File: config.mk
export PLATFORM = sky130hd
export DESIGN_NAME = mem_access_stage
export DESIGN_NICKNAME = d
export VERILOG_FILES = /design/src/rtl/mem_access_stage.sv
export SDC_FILE = /design/constraint.sdc
export NUM_CORES = 1
export LEC_CHECK = 0
export CAP_MARGIN = 0
export CORE_MARGIN = 8
export CORE_UTILIZATION = 45
export DETAILED_ROUTE_END_ITERATION = 16
export PLACE_DENSITY_LB_ADDON = 0.08
export SETUP_SLACK_MARGIN = 0.1
export SYNTH_ARGS = -nofsm -noshare
export SYNTH_HDL_FRONTEND = slang
export SYNTH_SLANG_ARGS = --single-unit
File: constraint.sdc
create_clock -name clk -period 3.74 [get_ports clk]
set_clock_uncertainty 0.1 [all_clocks]
set_input_delay 0.561 -clock clk [delete_from_list [all_inputs] [get_ports clk]]
set_output_delay 0.561 -clock clk [all_outputs]
set_load 0.1 [all_outputs]
File: src/rtl/mem_access_stage.sv
// MEM stage of the 5-stage MIPS pipeline: issues data-memory requests over a
// req/ack handshake, stalls the front end while busy, and drives the MEM/WB register.
module mem_access_stage #(
    parameter int unsigned TIMEOUT = 16
) (
    input  logic        clk,
    input  logic        rst_n,
    input  logic        wb_RegWrite,
    input  logic        wb_MemToReg,
    input  logic        mem_MemRead,
    input  logic        mem_MemWrite,
    input  logic [31:0] AluResult,
    input  logic [31:0] MuxForwardB,
    input  logic [4:0]  MuxRegDst,
    output logic        stall,
    output logic        dmem_req,
    output logic        dmem_we,
    output logic [31:0] dmem_addr,
    output logic [31:0] dmem_wdata,
    input  logic [31:0] dmem_rdata,
    input  logic        dmem_ack,
    output logic        wb_RegWrite_out,
    output logic        wb_MemToReg_out,
    output logic [31:0] ReadData_out,
    output logic [31:0] AluResult_out,
    output logic [4:0]  MuxRegDst_out,
    output logic        misalign_out,
    output logic        bus_err_out
);

    typedef enum logic [0:0] {IDLE = 1'b0, BUSY = 1'b1} state_t;

    localparam logic [7:0] CNT_LAST = 8'(TIMEOUT - 1);

    state_t      state_r, state_s;
    logic [7:0]  cnt_r, cnt_s;
    logic        access_s, err_mis_s, good_s;
    logic        req_s, we_s;
    logic [31:0] addr_s, wdata_s;
    logic        regwrite_s, memtoreg_s, mis_s, berr_s;
    logic [31:0] rdata_s, alu_s;
    logic [4:0]  dst_s;

    // Classify the instruction sitting in EX/MEM.
    always_comb begin
        access_s  = mem_MemRead | mem_MemWrite;
        err_mis_s = access_s & ((AluResult[1:0] != 2'b00) | (mem_MemRead & mem_MemWrite));
        good_s    = access_s & ~err_mis_s;
    end

    // Next-state, stall and next MEM/WB / request values; MEM/WB defaults to a bubble.
    always_comb begin
        state_s    = state_r;
        cnt_s      = cnt_r;
        stall      = 1'b0;
        req_s      = dmem_req;
        we_s       = dmem_we;
        addr_s     = dmem_addr;
        wdata_s    = dmem_wdata;
        regwrite_s = 1'b0;
        memtoreg_s = 1'b0;
        mis_s      = 1'b0;
        berr_s     = 1'b0;
        rdata_s    = ReadData_out;
        alu_s      = AluResult_out;
        dst_s      = MuxRegDst_out;
        case (state_r)
            IDLE: begin
                if (good_s) begin
                    stall   = 1'b1;
                    req_s   = 1'b1;
                    we_s    = mem_MemWrite;
                    addr_s  = {AluResult[31:2], 2'b00};
                    wdata_s = MuxForwardB;
                    cnt_s   = 8'd0;
                    state_s = BUSY;
                end else if (err_mis_s) begin
                    mis_s = 1'b1;
                end else begin
                    regwrite_s = wb_RegWrite;
                    memtoreg_s = wb_MemToReg;
                    rdata_s    = 32'd0;
                    alu_s      = AluResult;
                    dst_s      = MuxRegDst;
                end
            end
            BUSY: begin
                // An ack in the timeout cycle takes priority over the abort.
                if (dmem_ack) begin
                    req_s      = 1'b0;
                    state_s    = IDLE;
                    regwrite_s = wb_RegWrite;
                    memtoreg_s = wb_MemToReg;
                    rdata_s    = mem_MemRead ? dmem_rdata : 32'd0;
                    alu_s      = AluResult;
                    dst_s      = MuxRegDst;
                end else if (cnt_r == CNT_LAST) begin
                    req_s   = 1'b0;
                    state_s = IDLE;
                    berr_s  = 1'b1;
                end else begin
                    stall = 1'b1;
                    cnt_s = cnt_r + 8'd1;
                end
            end
            default: begin
                req_s   = 1'b0;
                state_s = IDLE;
            end
        endcase
    end

    // State, counter, request and MEM/WB registers.
    always_ff @(posedge clk or negedge rst_n) begin
        if (!rst_n) begin
            state_r         <= IDLE;
            cnt_r           <= 8'd0;
            dmem_req        <= 1'b0;
            dmem_we         <= 1'b0;
            dmem_addr       <= 32'd0;
            dmem_wdata      <= 32'd0;
            wb_RegWrite_out <= 1'b0;
            wb_MemToReg_out <= 1'b0;
            ReadData_out    <= 32'd0;
            AluResult_out   <= 32'd0;
            MuxRegDst_out   <= 5'd0;
            misalign_out    <= 1'b0;
            bus_err_out     <= 1'b0;
        end else begin
            state_r         <= state_s;
            cnt_r           <= cnt_s;
            dmem_req        <= req_s;
            dmem_we         <= we_s;
            dmem_addr       <= addr_s;
            dmem_wdata      <= wdata_s;
            wb_RegWrite_out <= regwrite_s;
            wb_MemToReg_out <= memtoreg_s;
            ReadData_out    <= rdata_s;
            AluResult_out   <= alu_s;
            MuxRegDst_out   <= dst_s;
            misalign_out    <= mis_s;
            bus_err_out     <= berr_s;
        end
    end

endmodule

==> metrics.cfg, run 1 <==
[run_status]
status = finished clean

[drt]
wirelength_um = 16200
via_per_inst = 4.82
vias = 4528
drt-initial-drc-count = 231
avgRoutedWirePerCell_um = 17.3
ant_nets = 0
drc_errors = 0
dr.pass1.iters = 4

[sta]
worst_pin_slew_ps = 1100
relSlewSlack_pct = 26.7
timing_hold_violations_final = 0
maxSlewViolCount = 0
setup_viol = 0
rsz0062_at_grt = no
final.setup.tns_ps = 0
min_period_ps = 2850
post-route-period-util_pct = 76.3
max_clock_freq_mhz = 350

[run]
maxCapViolations = 0

[finish]
nFillCells = 987
syn_to_final_growth_pct = 56.6
insertedDiodeCount = 0
fin_area_mm2 = 0.00882
fin_cells = 939
fin_nets = 864
drive_gt1_share_pct = 10.4

[synth]
syn_avg_cell_area_um2 = 10.9
netlist_area_mm2 = 0.00563
yosysWarnings = 0
yosysTopAreaCellShare_pct = 64.9
ys_types = 38
synthTopCellsByArea = dfrtp_1 65%, nand2_1 15%, mux2_2 7.4%
ys_seq_area_share_pct = 64.9
syn_inst = 515
synth_area_leader_cell = dfrtp_1
ys_ff_latch = 146

[clocking]
clk_latency_ps = 400
cts_tree = built
cts.sink_count = 146
postCtsHoldBufs = 0
cts_setup_buffers = 0
htreeDepth = 4
cts-root-buf = clkbuf_16
cts.clk_slew.worst_paths_ps = 50
cts_resized = 0
cts_made_buffers = 17
clock_path_buffers = 2

[worst_setup_path]
crit_required_ps = 3080
cp-end-kind = output port
path_class = input port to output port
regToRegSetupSlack_ps = 1370
worstRegToRegCells = 3
arrival_ps = 2190
r2r_start = state_r
worst_setup_path_start_kind = input port
reg2reg_to = cnt_r[3]
crit_path_max_fanout = 6

[worst_hold_path]
hold_path.class = input port to async pin

[placement]
gp_congestion = 0.809
port_buffers = 245
placed_cell_area_mm2 = 0.00822
post-dp-hpwl_um = 11800
place_inst = 908

[floorplan]
dieArea_mm2 = 0.0163
core_area_mm2 = 0.0124
dieHeight_um = 128
rows = 41
ios = 248
die_w_um = 128
initial_utilization_pct = 45.3

[global_routing]
grt_pass1_wl_um = 25800
grt_overflow_total = 0
antenna_found_initial = 0
grt_max_degree = 123
grt_pass1_vias = 4847
grt.total_usage_pct = 20.3

[power_and_ir_drop]
p_per_area_mw_per_mm2 = 817
power_leakage_nw = 4.03
max-vdd-ir-drop_v = 0.000465

[Yosys cell counts]
master	number
conb_1	1
or3_4	1
and3_1	1
nor2_1	3
o311a_2	1
nor2b_1	2
buf_6	2
buf_4	2
mux2i_1	1
or4_1	1
a21o_1	2
a32o_1	3
a31oi_1	2
inv_1	1
ha_1	1
o22ai_1	2
and2_1	1
o31ai_1	1
mux2_2	37
nor4_1	2
nor4b_1	1
a21oi_1	5
a22o_1	20
xnor2_1	1
a2bb2oi_1	1
nand2_2	1
nand3_1	5
o21ai_0	15
nand2_1	219
buf_1	2
clkbuf_1	12
o311ai_4	1
nor3_1	2
dfrtp_1	146
nand2b_1	1
buf_2	14
a311oi_1	1
nand4_1	1
[routing by layer]
metal / GRT usage [%] / up-vias / share of wire, %
met3: 10.1 / 20 / 11
met2: 33.3 / 172 / 48
met1: 22.2 / 2166 / 39
met5: 0 / - / 0
met4: 7.55 / 0 / 1.8
li1: - / 2170 / -
[cells by family (layout without fill, tap and decap cells)]
logic type	Yosys count	count (layout)	share of synthesized area, %
adders and majority gates	1	1	0.222
AOI/OAI and AO/OA	54	54	7.25
muxes	38	38	7.58
buffers and inverters	33	284	2.91
DFF	146	146	64.9
xor gates and xnor gates	1	1	0.156
and+or+nand+nor	241	241	16.9
other	1	2	0.0666
[worst max path at each step]
| stage | startpoint | end | cells after the start |
|---|---|---|---|
| after floorplan | mem_MemWrite | stall | 4 |
| after global placement | mem_MemRead | stall | 5 |
| after detailed placement | mem_MemRead | stall | 5 |
| after CTS | mem_MemRead | stall | 5 |
| after global routing | mem_MemRead | stall | 5 |
| final | mem_MemRead | stall | 5 |
[registers in the layout, indices dropped and copies added, names as in the netlist]
signal           count
dmem_wdata          32
dmem_addr           30
dmem_req             1
wb_MemToReg_out      1
AluResult_out       32
MuxRegDst_out        5
ReadData_out        32
bus_err_out          1
dmem_we              1
cnt_r                8
misalign_out         1
state_r              1
wb_RegWrite_out      1
[layout by cell type, fill, tap and decap left out, drive strengths merged, types with 3 or more instances in the layout]
| cell | count |
|---|---|
| a21oi | 5 |
| a22o | 20 |
| a32o | 3 |
| buf | 9 |
| clkbuf | 27 |
| clkdlybuf4s50 | 243 |
| dfrtp | 146 |
| mux2 | 37 |
| nand2 | 220 |
| nand3 | 5 |
| nor2 | 3 |
| o21ai | 15 |
[area by class of cell]
class	count	area, µm²	area share (%)
sequential	146	3650	41.4
timing repair buffer	252	2520	28.5
multi-input combinational	337	1830	20.8
clock buffer	27	523	5.93
tap	172	215	2.44
clock inverter	4	70.1	0.795
inverter	1	3.75	0.0426
[worst max-delay path, cell delays in order]
cell and delay [ps]:
clkdlybuf4s50_1 570, xnor2_1 130, or4_2 580, nand2_2 160, buf_12 190
[stage by stage]
step | util, % | power [W] | hold WS, ps | setup WS (ps)
2_1_floorplan | - | 0.00463 | 165 | 1450
3_3_place_gp | 66.2 | 0.00554 | 356 | 919
3_5_place_dp | 66.2 | 0.00558 | 361 | 886
4_1_cts | 71.0 | 0.00727 | 277 | 880
5_1_grt | 71.0 | 0.00746 | 320 | 821
6_report | 71.0 | 0.00721 | 211 | 886
[where the power goes]
part | total (W) | switching [W] | internal, W
Combinational | 0.00348 | 0.00270 | 0.000776
Clock | 0.00167 | 0.000587 | 0.00108
Sequential | 0.00206 | 0.000170 | 0.00189
No activity file was read; power rests on OpenSTA's default activity.
==> run 2, diff against run 1 <==
--- a/config.mk
+++ b/config.mk
@@ -7,7 +7,7 @@
 export LEC_CHECK = 0
 export CAP_MARGIN = 0
 export CORE_MARGIN = 8
-export CORE_UTILIZATION = 45
+export CORE_UTILIZATION = 42
 export DETAILED_ROUTE_END_ITERATION = 16
 export PLACE_DENSITY_LB_ADDON = 0.08
 export SETUP_SLACK_MARGIN = 0.1
==> constraint.sdc (replaced) <==
create_clock -name clk -period 2.9 [get_ports clk]
set_clock_uncertainty 0.1 [all_clocks]
set_input_delay 0.435 -clock clk [delete_from_list [all_inputs] [get_ports clk]]
set_output_delay 0.435 -clock clk [all_outputs]
set_load 0.1 [all_outputs]
==> run 2 against run 1 <==
  * Register-to-register slack lost 400 ps
  * Hold slack improved by 160 ps
  * Critical path depth unchanged
  * Sequential power is 29% higher
  * Worst setup slack worse by 610 ps
  * Global-route usage shrank 1.2 points
  * Clock power up 28%
  * Die area up 6.2%
  * Non-clock buffer count rose by 3
  * Power rose by 27%
  * Final area shrank 3.3%
  * Utilization fell by 6.4 points
  * Largest power group unchanged
  * Highest routed layer unchanged
==> metrics.cfg, run 2 (synthesis results as in run 1) <==
[run_status]
status = finished clean  ; unchanged

[drt]
vias = 4587  ; was 4528
dr.pass1.iters = 6  ; was 4
avgRoutedWirePerCell_um = 17.3  ; about the same
drc_errors = 0  ; unchanged
drt-initial-drc-count = 264  ; was 231
via_per_inst = 4.85  ; was 4.82
ant_nets = 0  ; unchanged
wirelength_um = 16300  ; was 16200 µm

[worst_setup_path]
crit_buf_inv = 2  ; unchanged
crit_required_ps = 2370  ; was 3080 ps
cp-end-kind = output port  ; unchanged
max_stage_delay_ps = 600  ; was 580 ps
worst_setup_path_start_kind = input port  ; unchanged
cp_top_family = simple AND/OR/NAND/NOR gates  ; was buffers and inverters
crit_path_cell_trace = clkdlybuf4s50_1, xnor2_1, or4_2, nand2_2, buf_12  ; unchanged
regToRegSetupSlack_ps = 970  ; was 1370 ps
path_class = input port to output port  ; unchanged
crit_path_max_fanout = 5  ; was 6
critPathSlowestCell = or4_2  ; unchanged
arrival_ps = 2090  ; was 2190 ps

[floorplan]
dieArea_mm2 = 0.0174  ; was 0.0163 mm²
ios = 248  ; unchanged
initial_utilization_pct = 42.7  ; was 45.3%
dieHeight_um = 132  ; was 128 µm
rows = 42  ; was 41
core_area_mm2 = 0.0132  ; was 0.0124 mm²
die_w_um = 132  ; was 128 µm

[placement]
placed_cell_area_mm2 = 0.00794  ; was 0.00822 mm²
gp_congestion = 0.800  ; was 0.809
place_inst = 914  ; was 908
post-dp-hpwl_um = 12000  ; was 11800 µm
port_buffers = 245  ; unchanged

[sta]
maxSlewViolCount = 0  ; unchanged
max_clock_freq_mhz = 381
relSlewSlack_pct = 48.6  ; was 26.7%
setup_viol = 0  ; unchanged
rsz0062_at_grt = no  ; unchanged
worst_pin_slew_ps = 771  ; was 1100 ps
timing_hold_violations_final = 0  ; unchanged
final.setup.tns_ps = 0  ; unchanged
min_period_ps = 2630
post-route-period-util_pct = 90.6

[finish]
mostFrequentLayoutCells = 219 x nand2_1, 146 x dfrtp_1, 143 x buf_4  ; was 243 x clkdlybuf4s50_1, 219 x nand2_1, 146 x dfrtp_1
nFillCells = 1063  ; was 987
drive_gt1_share_pct = 28.5  ; was 10.4%
fin_nets = 867  ; was 864
syn_to_final_growth_pct = 51.5  ; was 56.6%
top_regs = AluResult_out x32, ReadData_out x32, dmem_wdata x32  ; unchanged
insertedDiodeCount = 0  ; unchanged
fin_cells = 945  ; was 939
fin_area_mm2 = 0.00853  ; was 0.00882 mm²
mostFrequentLayoutCell = nand2_1  ; was clkdlybuf4s50_1

[clocking]
cts_made_buffers = 17  ; unchanged
cts_setup_buffers = 0  ; unchanged
clk_latency_ps = 410  ; was 400 ps
cts.clk_slew.worst_paths_ps = 60  ; was 50 ps
cts_tree = built  ; unchanged
htreeDepth = 4  ; unchanged
cts.sink_count = 146  ; unchanged
cts-root-buf = clkbuf_16  ; unchanged
postCtsHoldBufs = 1  ; was 0
cts_resized = 0  ; unchanged
clock_path_buffers = 2  ; unchanged

[power_and_ir_drop]
power_w = 0.00915  ; was 0.00721 W
seqPwrFrac_pct = 29.0  ; was 28.6%
p_clk_share_pct = 23.4  ; was 23.2%
max-vdd-ir-drop_v = 0.000668  ; was 0.000465 V
power_leakage_nw = 4.23  ; was 4.03 nW
internal_power_w = 0.00468  ; was 0.00375 W
combinationalPowerShare_pct = 47.6  ; was 48.2%
p_per_area_mw_per_mm2 = 1070  ; was 817 mW/mm²
swShare_pct = 48.9  ; was 48.0%
netSwitchingPower_w = 0.00448  ; was 0.00346 W

[global_routing]
grt.total_usage_pct = 19.0  ; was 20.3%
grt_overflow_total = 0  ; unchanged
grt_pass1_vias = 4782  ; was 4847
antenna_found_initial = 0  ; unchanged
grt_pass1_wl_um = 26300  ; was 25800 µm
grt_max_degree = 79  ; was 123

[worst_hold_path]
hold_path.class = register to register  ; was input port to async pin

[run]
maxCapViolations = 0  ; unchanged

[run 2: cell count changes in the layout (fill, tap and decap cells not counted), sizes merged]
| cell | delta |
|---|---|
| clkinv | +1 |
| clkbuf | -2 |
| dlygate4sd3 | +1 |
| buf | +139 |
| clkdlybuf4s50 | -137 |
[run 2: metal layers]
layer	track usage, %	part of all wire (%)	wire (µm)	vias up
met1	23.0	42	6870	2218
met3	7.28	7.6	1240	20
li1	-	-	-	2173
met2	30.4	49	7920	176
met5	0	0	0	-
met4	7.02	1.8	300	0
[run 2: worst paths after layout]
kind | end | depth (start not counted) | start
worst max-delay path | stall | 5 | mem_MemWrite
worst min-delay path | dmem_wdata[20] | 2 | dmem_wdata[20]
worst max register to register | AluResult_out[30] | 5 | state_r
worst min register to register | dmem_wdata[20] | 2 | dmem_wdata[20]
max in group asynchronous | AluResult_out[1] | 3 | rst_n
min in group asynchronous | dmem_wdata[16] | 2 | rst_n
[run 2: power by group through the flow]
| stage | logic [W] | clock network, W | registers, W |
|---|---|---|---|
| 2_1_floorplan | 0.000464 | 0 | 0.00551 |
| 3_3_place_gp | 0.00437 | 0 | 0.00266 |
| 3_5_place_dp | 0.00439 | 0 | 0.00268 |
| 4_1_cts | 0.00440 | 0.00219 | 0.00266 |
| 5_1_grt | 0.00450 | 0.00229 | 0.00270 |
| 6_report | 0.00436 | 0.00214 | 0.00265 |
[run 2: per-stage QoR]
stage	utilization [%]	worst slack (ps)	hold WS, ps
after floorplan	-	771	39.4
after CTS	64.7	270	378
after global routing	64.7	141	396
after detailed placement	60.2	288	288
final	64.7	272	374
after global placement	60.2	289	284
[run 2: worst reg2reg max path, delay by kind of cell, from the launching register on]
family          cells  cell delay, ps
buf+inv             2             670
mux                 1             420
flops               1             330
compound gates      1             160
simple gates        1             120
[run 2: final cells by class]
| cell class | instances | area, µm² | share of cell area (%) |
|---|---|---|---|
| clock inverter | 5 | 75.1 | 0.880 |
| tap | 176 | 220 | 2.58 |
| multi-input combinational | 337 | 1830 | 21.5 |
| clock buffer | 25 | 505 | 5.93 |
| timing repair buffer | 255 | 2240 | 26.2 |
| inverter | 1 | 3.75 | 0.0440 |
| sequential | 146 | 3650 | 42.8 |
==> run 3, diff against run 2 <==
--- a/config.mk
+++ b/config.mk
@@ -8,9 +8,11 @@
 export CAP_MARGIN = 0
 export CORE_MARGIN = 8
 export CORE_UTILIZATION = 42
+export CTS_CLUSTER_SIZE = 8
 export DETAILED_ROUTE_END_ITERATION = 16
 export PLACE_DENSITY_LB_ADDON = 0.08
 export SETUP_SLACK_MARGIN = 0.1
+export SLEW_MARGIN = 10
 export SYNTH_ARGS = -nofsm -noshare
 export SYNTH_HDL_FRONTEND = slang
 export SYNTH_SLANG_ARGS = --single-unit
==> results of run 3 <==
No change in the layout: final DEF, timing and power equal those of run 2.
